<file path="config.mk">
export PLATFORM = sky130hd
export DESIGN_NAME = bit8div_flat
export DESIGN_NICKNAME = d
export VERILOG_FILES = /design/src/rtl/bit8div_pkg.sv /design/src/rtl/bit8div_if.sv /design/src/rtl/bit8div_step.sv /design/src/rtl/bit8div.sv /design/src/flat_wrapper.sv
export SDC_FILE = /design/constraint.sdc
export NUM_CORES = 1
export LEC_CHECK = 0
export BUFFER_PORTS_ARGS = -buffer_cell sky130_fd_sc_hd__buf_2
export CAP_MARGIN = 15
export CELL_PAD_IN_SITES_DETAIL_PLACEMENT = 1
export CELL_PAD_IN_SITES_GLOBAL_PLACEMENT = 1
export CORE_ASPECT_RATIO = 1.2
export CORE_MARGIN = 2
export CORE_UTILIZATION = 40
export DETAILED_ROUTE_END_ITERATION = 16
export GPL_TIMING_DRIVEN = 1
export PLACE_DENSITY = 0.76
export SYNTH_ARGS = -nofsm -noshare
export SYNTH_HDL_FRONTEND = slang
export SYNTH_SLANG_ARGS = --single-unit
</file>
<file path="constraint.sdc">
create_clock -name clk -period 2.74 [get_ports clk]
set_input_delay 0.411 -clock clk [delete_from_list [all_inputs] [get_ports clk]]
set_output_delay 0.411 -clock clk [all_outputs]
set_load 0.05 [all_outputs]
</file>
<file path="src/rtl/bit8div_pkg.sv">
// Shared constants, FSM state type and sign helper for the bit8div divider.
package bit8div_pkg;

  localparam int DATA_W = 8;
  localparam int CNT_W  = 4;
  localparam int PR_W   = DATA_W + 1;

  localparam logic [CNT_W-1:0]  LAST_ITER = 4'd7;
  localparam logic [DATA_W-1:0] DZ_QUOT   = 8'hFF;

  typedef enum logic [1:0] {
    IDLE,
    RUN,
    DONE
  } state_t;

  // Two's-complement magnitude when neg is set, pass-through otherwise.
  function automatic logic [DATA_W-1:0] mag(input logic [DATA_W-1:0] v, input logic neg);
    return neg ? -v : v;
  endfunction

endpackage

</file>
<file path="src/rtl/bit8div_if.sv">
// Request/result bundle for bit8div: operands and start in, status and results out.
interface bit8div_if;
  import bit8div_pkg::*;

  logic              start;
  logic [DATA_W-1:0] dividend;
  logic [DATA_W-1:0] divisor;
  logic              busy;
  logic              done;
  logic [DATA_W-1:0] quot;
  logic [DATA_W-1:0] rem;
  logic              dz;
  logic              ovf;

  modport master (
    output start, dividend, divisor,
    input  busy, done, quot, rem, dz, ovf
  );

  modport slave (
    input  start, dividend, divisor,
    output busy, done, quot, rem, dz, ovf
  );
endinterface

</file>
<file path="src/rtl/bit8div_step.sv">
// One combinational restoring shift-subtract step of the divider.
module bit8div_step
  import bit8div_pkg::*;
(
  input  logic [PR_W-1:0]   pr_in,
  input  logic              dbit,
  input  logic [DATA_W-1:0] dsr,
  output logic [PR_W-1:0]   pr_out,
  output logic              qbit
);

  logic [PR_W:0] shifted;

  // Shift next dividend bit in, subtract divisor when it fits, otherwise restore.
  always_comb begin
    shifted = {pr_in, dbit};
    qbit    = (shifted >= {2'b00, dsr});
    pr_out  = qbit ? PR_W'(shifted - {2'b00, dsr}) : PR_W'(shifted);
  end

endmodule

</file>
<file path="src/rtl/bit8div.sv">
// 8-bit iterative restoring divider, 8 steps per operation.
// Optional signed mode via macro BIT8DIV_SIGNED_EN (adds port sgn).
module bit8div (
  input  logic     clk,
  input  logic     rst_n,
`ifdef BIT8DIV_SIGNED_EN
  input  logic     sgn,
`endif
  bit8div_if.slave io
);
  import bit8div_pkg::*;

  state_t            state;
  logic [CNT_W-1:0]  cnt;
  logic [DATA_W-1:0] dvd, dsr, dvd_orig, qacc;
  logic [PR_W-1:0]   pr;
  logic              neg_q, neg_r, dz_c;
  logic              busy_r, done_r, dz_r;
  logic [DATA_W-1:0] quot_r, rem_r;

  logic [PR_W-1:0]   step_rem;
  logic              step_q;
  logic [DATA_W-1:0] qfin, rfin;
  logic              neg_a, neg_b;

  bit8div_step u_step (
    .pr_in  (pr),
    .dbit   (dvd[DATA_W-1]),
    .dsr    (dsr),
    .pr_out (step_rem),
    .qbit   (step_q)
  );

  // Final quotient/remainder as they stand after the current step.
  always_comb begin
    qfin = {qacc[DATA_W-2:0], step_q};
    rfin = step_rem[DATA_W-1:0];
  end

`ifdef BIT8DIV_SIGNED_EN
  logic ovf_c, ovf_r, ovf_in;

  // Operand sign decode for signed mode; -128/-1 is the only overflow case.
  always_comb begin
    neg_a  = sgn & io.dividend[DATA_W-1];
    neg_b  = sgn & io.divisor[DATA_W-1];
    ovf_in = sgn & (io.dividend == 8'h80) & (io.divisor == 8'hFF);
  end

  // Overflow flag captured at accept and published with the results.
  always_ff @(posedge clk or negedge rst_n) begin
    if (!rst_n) begin
      ovf_c <= 1'b0;
      ovf_r <= 1'b0;
    end else if (state != RUN && io.start) begin
      ovf_c <= ovf_in;
    end else if (state == RUN && cnt == LAST_ITER) begin
      ovf_r <= ovf_c;
    end
  end

  assign io.ovf = ovf_r;
`else
  // Unsigned-only build: operands are never negated.
  always_comb begin
    neg_a = 1'b0;
    neg_b = 1'b0;
  end

  assign io.ovf = 1'b0;
`endif

  // Control FSM, iteration datapath and registered results.
  always_ff @(posedge clk or negedge rst_n) begin
    if (!rst_n) begin
      state    <= IDLE;
      cnt      <= '0;
      dvd      <= '0;
      dsr      <= '0;
      dvd_orig <= '0;
      qacc     <= '0;
      pr       <= '0;
      neg_q    <= 1'b0;
      neg_r    <= 1'b0;
      dz_c     <= 1'b0;
      busy_r   <= 1'b0;
      done_r   <= 1'b0;
      quot_r   <= '0;
      rem_r    <= '0;
      dz_r     <= 1'b0;
    end else begin
      case (state)
        IDLE, DONE: begin
          done_r <= 1'b0;
          if (io.start) begin
            // Divide magnitudes; signs are reapplied after the last step.
            dvd      <= mag(io.dividend, neg_a);
            dsr      <= mag(io.divisor, neg_b);
            dvd_orig <= io.dividend;
            neg_q    <= neg_a ^ neg_b;
            neg_r    <= neg_a;
            dz_c     <= (io.divisor == '0);
            pr       <= '0;
            qacc     <= '0;
            cnt      <= '0;
            busy_r   <= 1'b1;
            state    <= RUN;
          end else begin
            state <= IDLE;
          end
        end
        RUN: begin
          pr   <= step_rem;
          dvd  <= {dvd[DATA_W-2:0], 1'b0};
          qacc <= qfin;
          cnt  <= cnt + 4'd1;
          if (cnt == LAST_ITER) begin
            quot_r <= dz_c ? DZ_QUOT  : mag(qfin, neg_q);
            rem_r  <= dz_c ? dvd_orig : mag(rfin, neg_r);
            dz_r   <= dz_c;
            busy_r <= 1'b0;
            done_r <= 1'b1;
            state  <= DONE;
          end
        end
        default: state <= IDLE;
      endcase
    end
  end

  assign io.busy = busy_r;
  assign io.done = done_r;
  assign io.quot = quot_r;
  assign io.rem  = rem_r;
  assign io.dz   = dz_r;

endmodule

</file>
<file path="src/flat_wrapper.sv">
// flat-port wrapper written by rule: the top's interface ports become plain ports
module bit8div_flat import bit8div_pkg::*;
  (clk, rst_n, io_start, io_dividend, io_divisor, io_busy, io_done, io_quot, io_rem, io_dz, io_ovf);
  bit8div_if io_i ();
  input  logic clk;
  input  logic rst_n;
  input wire logic [$bits(io_i.start)-1:0] io_start;
  input wire logic [$bits(io_i.dividend)-1:0] io_dividend;
  input wire logic [$bits(io_i.divisor)-1:0] io_divisor;
  output wire logic [$bits(io_i.busy)-1:0] io_busy;
  output wire logic [$bits(io_i.done)-1:0] io_done;
  output wire logic [$bits(io_i.quot)-1:0] io_quot;
  output wire logic [$bits(io_i.rem)-1:0] io_rem;
  output wire logic [$bits(io_i.dz)-1:0] io_dz;
  output wire logic [$bits(io_i.ovf)-1:0] io_ovf;
  assign io_i.start = io_start;
  assign io_i.dividend = io_dividend;
  assign io_i.divisor = io_divisor;
  assign io_busy = io_i.busy;
  assign io_done = io_i.done;
  assign io_quot = io_i.quot;
  assign io_rem = io_i.rem;
  assign io_dz = io_i.dz;
  assign io_ovf = io_i.ovf;
  bit8div u_core (.clk(clk), .rst_n(rst_n), .io(io_i));
endmodule
</file>
# --- After elaboration in Yosys (flattened, before gate mapping) ---
# Cells that the tools add are included.
# W data, S select, Z words.
word_totals:
  ff_bits: 66
  in_bits: 19
  out_inout_bits: 20
  elab_cells: 49
op_classes:
  addsub: 2
  order_cmp: 1
  eq_ne: 5
  mux: 19
  n_reduce_logical: 9
ops:
  columns: ["cell", "n"]
  rows:
  - ["$mux W8", 3]
  - ["$mux W9", 2]
  - ["$pmux W9 S2", 1]
  - ["$pmux W8 S2", 1]
  - ["$pmux W7 S2", 1]
  - ["$ge A10 B8 Y1", 1]
  - ["$sub A9 B8 Y9", 1]
  - ["$logic_not A8 Y1", 1]
  - ["$pmux W4 S2", 1]
  - ["$reduce_and A2 Y1", 4]
  - ["$mux W7", 1]
  - ["$add A4 B1 Y4 const B", 1]
  - ["$eq A4 B3 Y1 const B", 1]
  - ["$mux W1", 4]
  - ["$mux W4", 1]
  - ["$pmux W1 S2", 2]
  - ["$pmux W2 S2", 1]
  - ["$reduce_and A3 Y1", 1]
  - ["$eq A2 B1 Y1 const B", 1]
  - ["$eq A2 B2 Y1 const B", 1]
  - ["$logic_not A2 Y1", 1]
  - ["$mux W2", 1]
  - ["$ne A2 B1 Y1 const B", 1]
  - ["$ne A2 B2 Y1 const B", 1]
  - ["2 further kinds", 2]

# --- Depth between registers and ports, before layout ---
depth:
  depth_word: 4
  ltp_mapped: 11
  ltp_nobuf: 10

# --- Modules after synthesis ---
# Synthesis repeated with hierarchy kept, for this count alone.
unflattened:
  cells_unflattened: 287
  area_unflattened_um2: 3168.0
by_module_without_submodules:
  columns: ["module", "instances", "cells_per_inst", "area_each_um2", "seq_area_each_um2"]
  rows:
  - ["bit8div", 1, 212, 2645.0, 1651.6]
  - ["bit8div_step", 1, 75, 523.0, 0.0]

# --- Worst setup path before layout ---
# Ideal clock, no wire load.
synth_path:
  path_kind: "register to register"
  startpoint: "register u_core.dvd[7]"
  endpoint: "register u_core.pr[1]"
  setup_time_ns: 0.129
  arrival_ns: 2.217
  required_time_ns: 2.611
  slack_ns: 0.394
  path_stages_with_launch: 11
  path_buffers: 1
  synth_period_minus_slack_ns: 2.346
  cell_sequence: "dfrtp_1 > inv_1 > ha_1 > inv_1 > fa_1 > nand3_1 > nand3_2 > a2111oi_4 > buf_6 > mux2i_1 > o21ai_1"
synth_between:
  elab_chain_len: 3
  word_cells_on_any_way: 4
  cone_classes: "add/sub (1); order compare (1); mux (2)"
synth_rtl:
  columns: ["item", "line_no", "source"]
  rows:
  - ["start: declaration", "bit8div.sv:15", "logic [DATA_W-1:0] dvd, dsr, dvd_orig, qacc;"]
  - ["start signal: assignment", "bit8div.sv:97", "dvd <= mag(io.dividend, neg_a);"]
  - ["start signal: assignment", "bit8div.sv:114", "dvd <= {dvd[DATA_W-2:0], 1'b0};"]
  - ["$sub A9 B8 Y9 / $ge A10 B8 Y1 (equally long branches)", "bit8div_step.sv:18, bit8div_step.sv:17", null]
  - ["$mux W9 (*)", "bit8div_step.sv:18", "pr_out = qbit ? PR_W'(shifted - {2'b00, dsr}) : PR_W'(shifted);"]
  - ["$pmux W9 S2 (*)", "bit8div.sv:92", "case (state)"]
  - ["end signal: assignment", "bit8div.sv:113", "pr <= step_rem;"]
  - ["end: declaration", "bit8div.sv:16", "logic [PR_W-1:0] pr;"]
# Every way passes the cells marked *; elsewhere a longest branch is shown, timed or not.
# A chain may end at the register's enable or synchronous reset.

# --- Worst setup path in the final report ---
layout_path:
  startpoint: "register u_core.dvd[7]"
  endpoint: "register u_core.rem_r[6] (netlist: u_core.io.rem[6])"
layout_between:
  elab_chain_len: 3
  word_cells_on_any_way: 4
  cone_classes: "add/sub (1); order compare (1); mux (2)"
layout_rtl:
  columns: ["item", "line_no", "source"]
  rows:
  - ["$sub A9 B8 Y9 / $ge A10 B8 Y1 (equally long branches)", "bit8div_step.sv:18, bit8div_step.sv:17", null]
  - ["$mux W9 (*)", "bit8div_step.sv:18", null]
  - ["$mux W8 (*)", "bit8div.sv:119", "rem_r <= dz_c ? dvd_orig : mag(rfin, neg_r);"]
  - ["end signal: assignment", "bit8div.sv:119", null]
  - ["end: declaration", "bit8div.sv:19", "logic [DATA_W-1:0] quot_r, rem_r;"]
# Marked as above.

==> flow_summary.yaml <==
outcome:
  status: "finished clean"
placement:
  dpl.cell_count: 448
  place_ws_ps: 217
  gp_routability_congestion: 0.836
  hpwl_mm: 5.37
  io_buffers: 37
clock_network:
  post_cts_buffers: 0
  cts_buffer_depth: 2
  cts_sinks: 66
  cts_resized: 0
  htreeDepth: 3
  clk_latency_ps: 340
  cts_hold_buf: 0
  cts_tree: "built"
  clockRootBuffer: "clkbuf_8"
  cts_buffers: 9
  path_clk_slew_ps: 70
yosys:
  syn_area_um2: 3080
  synth_edf_count: 0
  syn_avg_cell_area_um2: 9.36
  synthCells: 329
  synth_nets: 358
  ys_ff_latch: 66
  yosys_warnings: 0
  synthArstFlopShare: 1.00
  synth_ff_type: "dfrtp_1"
  synth-seq-area-share: 0.536
  synth.distinct_cells: 37
sta:
  fmax_ghz: 0.395
  finalSetupViolations: 0
  setup_slack_ps: 211
  slew-limit-headroom: 0.565
  finClkSkew_ps: 6.66
  finalMaxSlewViolations: 0
  fin_crit_sh: 0.923
  hold_violations: 0
  rsz0062_at_grt: "false"
  fin_tns_setup_ps: 0
  min_period_ps: 2530
  worst-slew-pin-transition_ps: 652
setup_path:
  rrSetupSlack_ps: 210
  r2r-start: "u_core.dvd[7]$_DFFE_PN0P_"
  cp_top_family: "compound AO/OA/AOI/OAI gates"
  start_kind: "flop"
  crit_fanout: 18
  r2r-end: "u_core.io.rem[6]$_DFFE_PN0P_"
  cpMostUsedCell: "inv_1"
  slowest_delay_ps: 400
  cpMaxStageDelayCell: "dfrtp_1"
  end_kind: "flop"
  cp.arrival_ps: 2750
  critical_path_required_ps: 2960
  cp.buffers_inverters: 3
  rr_worst_depth: 11
  critical_path_class: "flop to flop"
  crit_path_cell_trace: "inv_1, ha_1, inv_1, fa_1, nand3_1, nand3_2, a2111oi_4, buf_4, a21oi_1, a211oi_1, o31ai_1"
die:
  initial_core_util: 0.406
  placementRows: 35
  dieArea_um2: 8420
  ios: 39
  die_w_um: 84.1
  core_um2: 7580
  die_y_um: 100
route:
  drt-wirelength-per-cell_um: 16.2
  vias: 2449
  wl_mm: 7.53
  drc_errors: 0
  ant_nets: 0
  drt_iter0_markers: 109
  dr.pass1.iters: 4
  viasPerCell: 5.28
grt:
  grt.total_usage: 0.195
  grt_pass1_wl_mm: 12.9
  antenna_found_initial: 0
  grt_max_degree: 67
  grt-ovfl-total: 0
  grt_pass1_vias: 2661
pwr:
  leakagePower_uw: 0.00170
  finalPower_uw: 5380
  cellPowerDensity_nw_per_um2: 1510
  vdd_drop_max_mv: 0.530
finish:
  finish.utilization: 0.472
  num_antenna_cells: 0
  drive_gt1_frac: 0.183
  fin_nets: 396
  fin_cells: 464
  layout_common_cells: "75 x nand2_1, 66 x dfrtp_1, 37 x buf_2"
  area_growth_pct: 16.1
  final_common_cell: "nand2_1"
run:
  maxCapViolCount: 0
min_path:
  hold_path_class: "input pin to async pin"
## area by class of cell
type	count	area, um2
Clock inverter	5	52.6
Fill cell	909	4000
Timing Repair Buffer	44	250
Sequential cell	66	1650
Inverter	13	48.8
Tap cell	92	115
Multi-Input combinational cell	233	1310
Clock buffer	11	151
## registers in the layout, indices dropped and copies added, names as in the netlist
signal           flops
u_core.cnt           4
u_core.dsr           8
u_core.dvd           8
u_core.dvd_orig      8
u_core.dz_c          1
u_core.io.busy       1
u_core.io.done       1
u_core.io.dz         1
u_core.io.quot       8
u_core.io.rem        8
u_core.pr            9
u_core.qacc          7
u_core.state         2
## worst reg2reg max path, cell delays in order (launching register included)
cell	delay, ps
dfrtp_1	400
inv_1	110
ha_1	170
inv_1	50
fa_1	410
nand3_1	150
nand3_2	100
a2111oi_4	340
buf_4	280
a21oi_1	80
a211oi_1	220
o31ai_1	100
## layer usage
metal / vias up / wire length [um] / track usage
met2: 31 / 3750 / 0.329
met1: 1215 / 3430 / 0.249
li1: 1191 / - / -
met3: 12 / 195 / 0.0304
met5: - / 0 / 0
met4: 0 / 150 / 0.0831
## synthesized netlist by cell type (3+ instances only)
cell type | n | area share
nand3_1 | 7 | 0.011
a22o_1 | 8 | 0.023
clkbuf_1 | 15 | 0.018
inv_1 | 12 | 0.015
nand2_1 | 75 | 0.091
a21oi_1 | 26 | 0.042
nor3_1 | 6 | 0.0098
mux2i_1 | 3 | 0.0098
ha_1 | 9 | 0.037
o21ai_0 | 25 | 0.041
o21ai_1 | 5 | 0.0081
nor2b_1 | 4 | 0.0081
dfrtp_1 | 66 | 0.54
nand2b_1 | 5 | 0.010
a22oi_1 | 4 | 0.0098
xnor2_1 | 3 | 0.0085
nor2_1 | 25 | 0.030
and3_1 | 5 | 0.010
## cell families (layout without fill, tap and decap cells)
group                    count (synthesis)  in the layout  share of synthesized area
AO/OA/AOI/OAI                           81             81                      0.170
XOR/XNOR                                 3              3                    0.00853
adder cells (fa/ha/maj)                 10             10                     0.0431
buffers and inverters                   30             73                     0.0402
flip-flops                              66             66                      0.536
multiplexers                             3              3                    0.00975
other                                    1              1                    0.00122
AND/OR/NAND/NOR                        135            135                      0.191
## power by group
group | switching [uW] | leakage (uW) | internal [uW]
sequential | 309 | 0.000798 | 1430
combinational | 1800 | 0.000801 | 1000
clock | 376 | 0.000105 | 465
total | 2490 | 0.00170 | 2890
## stage by stage
stage,hold WS (ps),cell area [um2]
finish,70.3,3580
floorplan,115,3080
global placement,450,3370
detailed placement,456,3370
global route,105,3580
CTS,84.7,3580
## worst max-delay path by stage
stage | startpoint | endpoint | slack [ps] | cells past startpoint
5_1_grt | u_core.dvd[7]$_DFFE_PN0P_ | u_core.io.rem[6]$_DFFE_PN0P_ | 9 | 11
4_1_cts | u_core.dvd[7]$_DFFE_PN0P_ | u_core.io.rem[6]$_DFFE_PN0P_ | 200 | 11
6_report | u_core.dvd[7]$_DFFE_PN0P_ | u_core.io.rem[6]$_DFFE_PN0P_ | 210 | 11
3_5_place_dp | u_core.dvd[7]$_DFFE_PN0P_ | u_core.io.rem[6]$_DFFE_PN0P_ | 220 | 11
2_1_floorplan | u_core.dvd[7]$_DFFE_PN0P_ | u_core.pr[1]$_DFFE_PN0P_ | 390 | 10
3_3_place_gp | u_core.dvd[7]$_DFFE_PN0P_ | u_core.io.rem[6]$_DFFE_PN0P_ | 400 | 11
No activity file was read; power rests on OpenSTA's default activity.
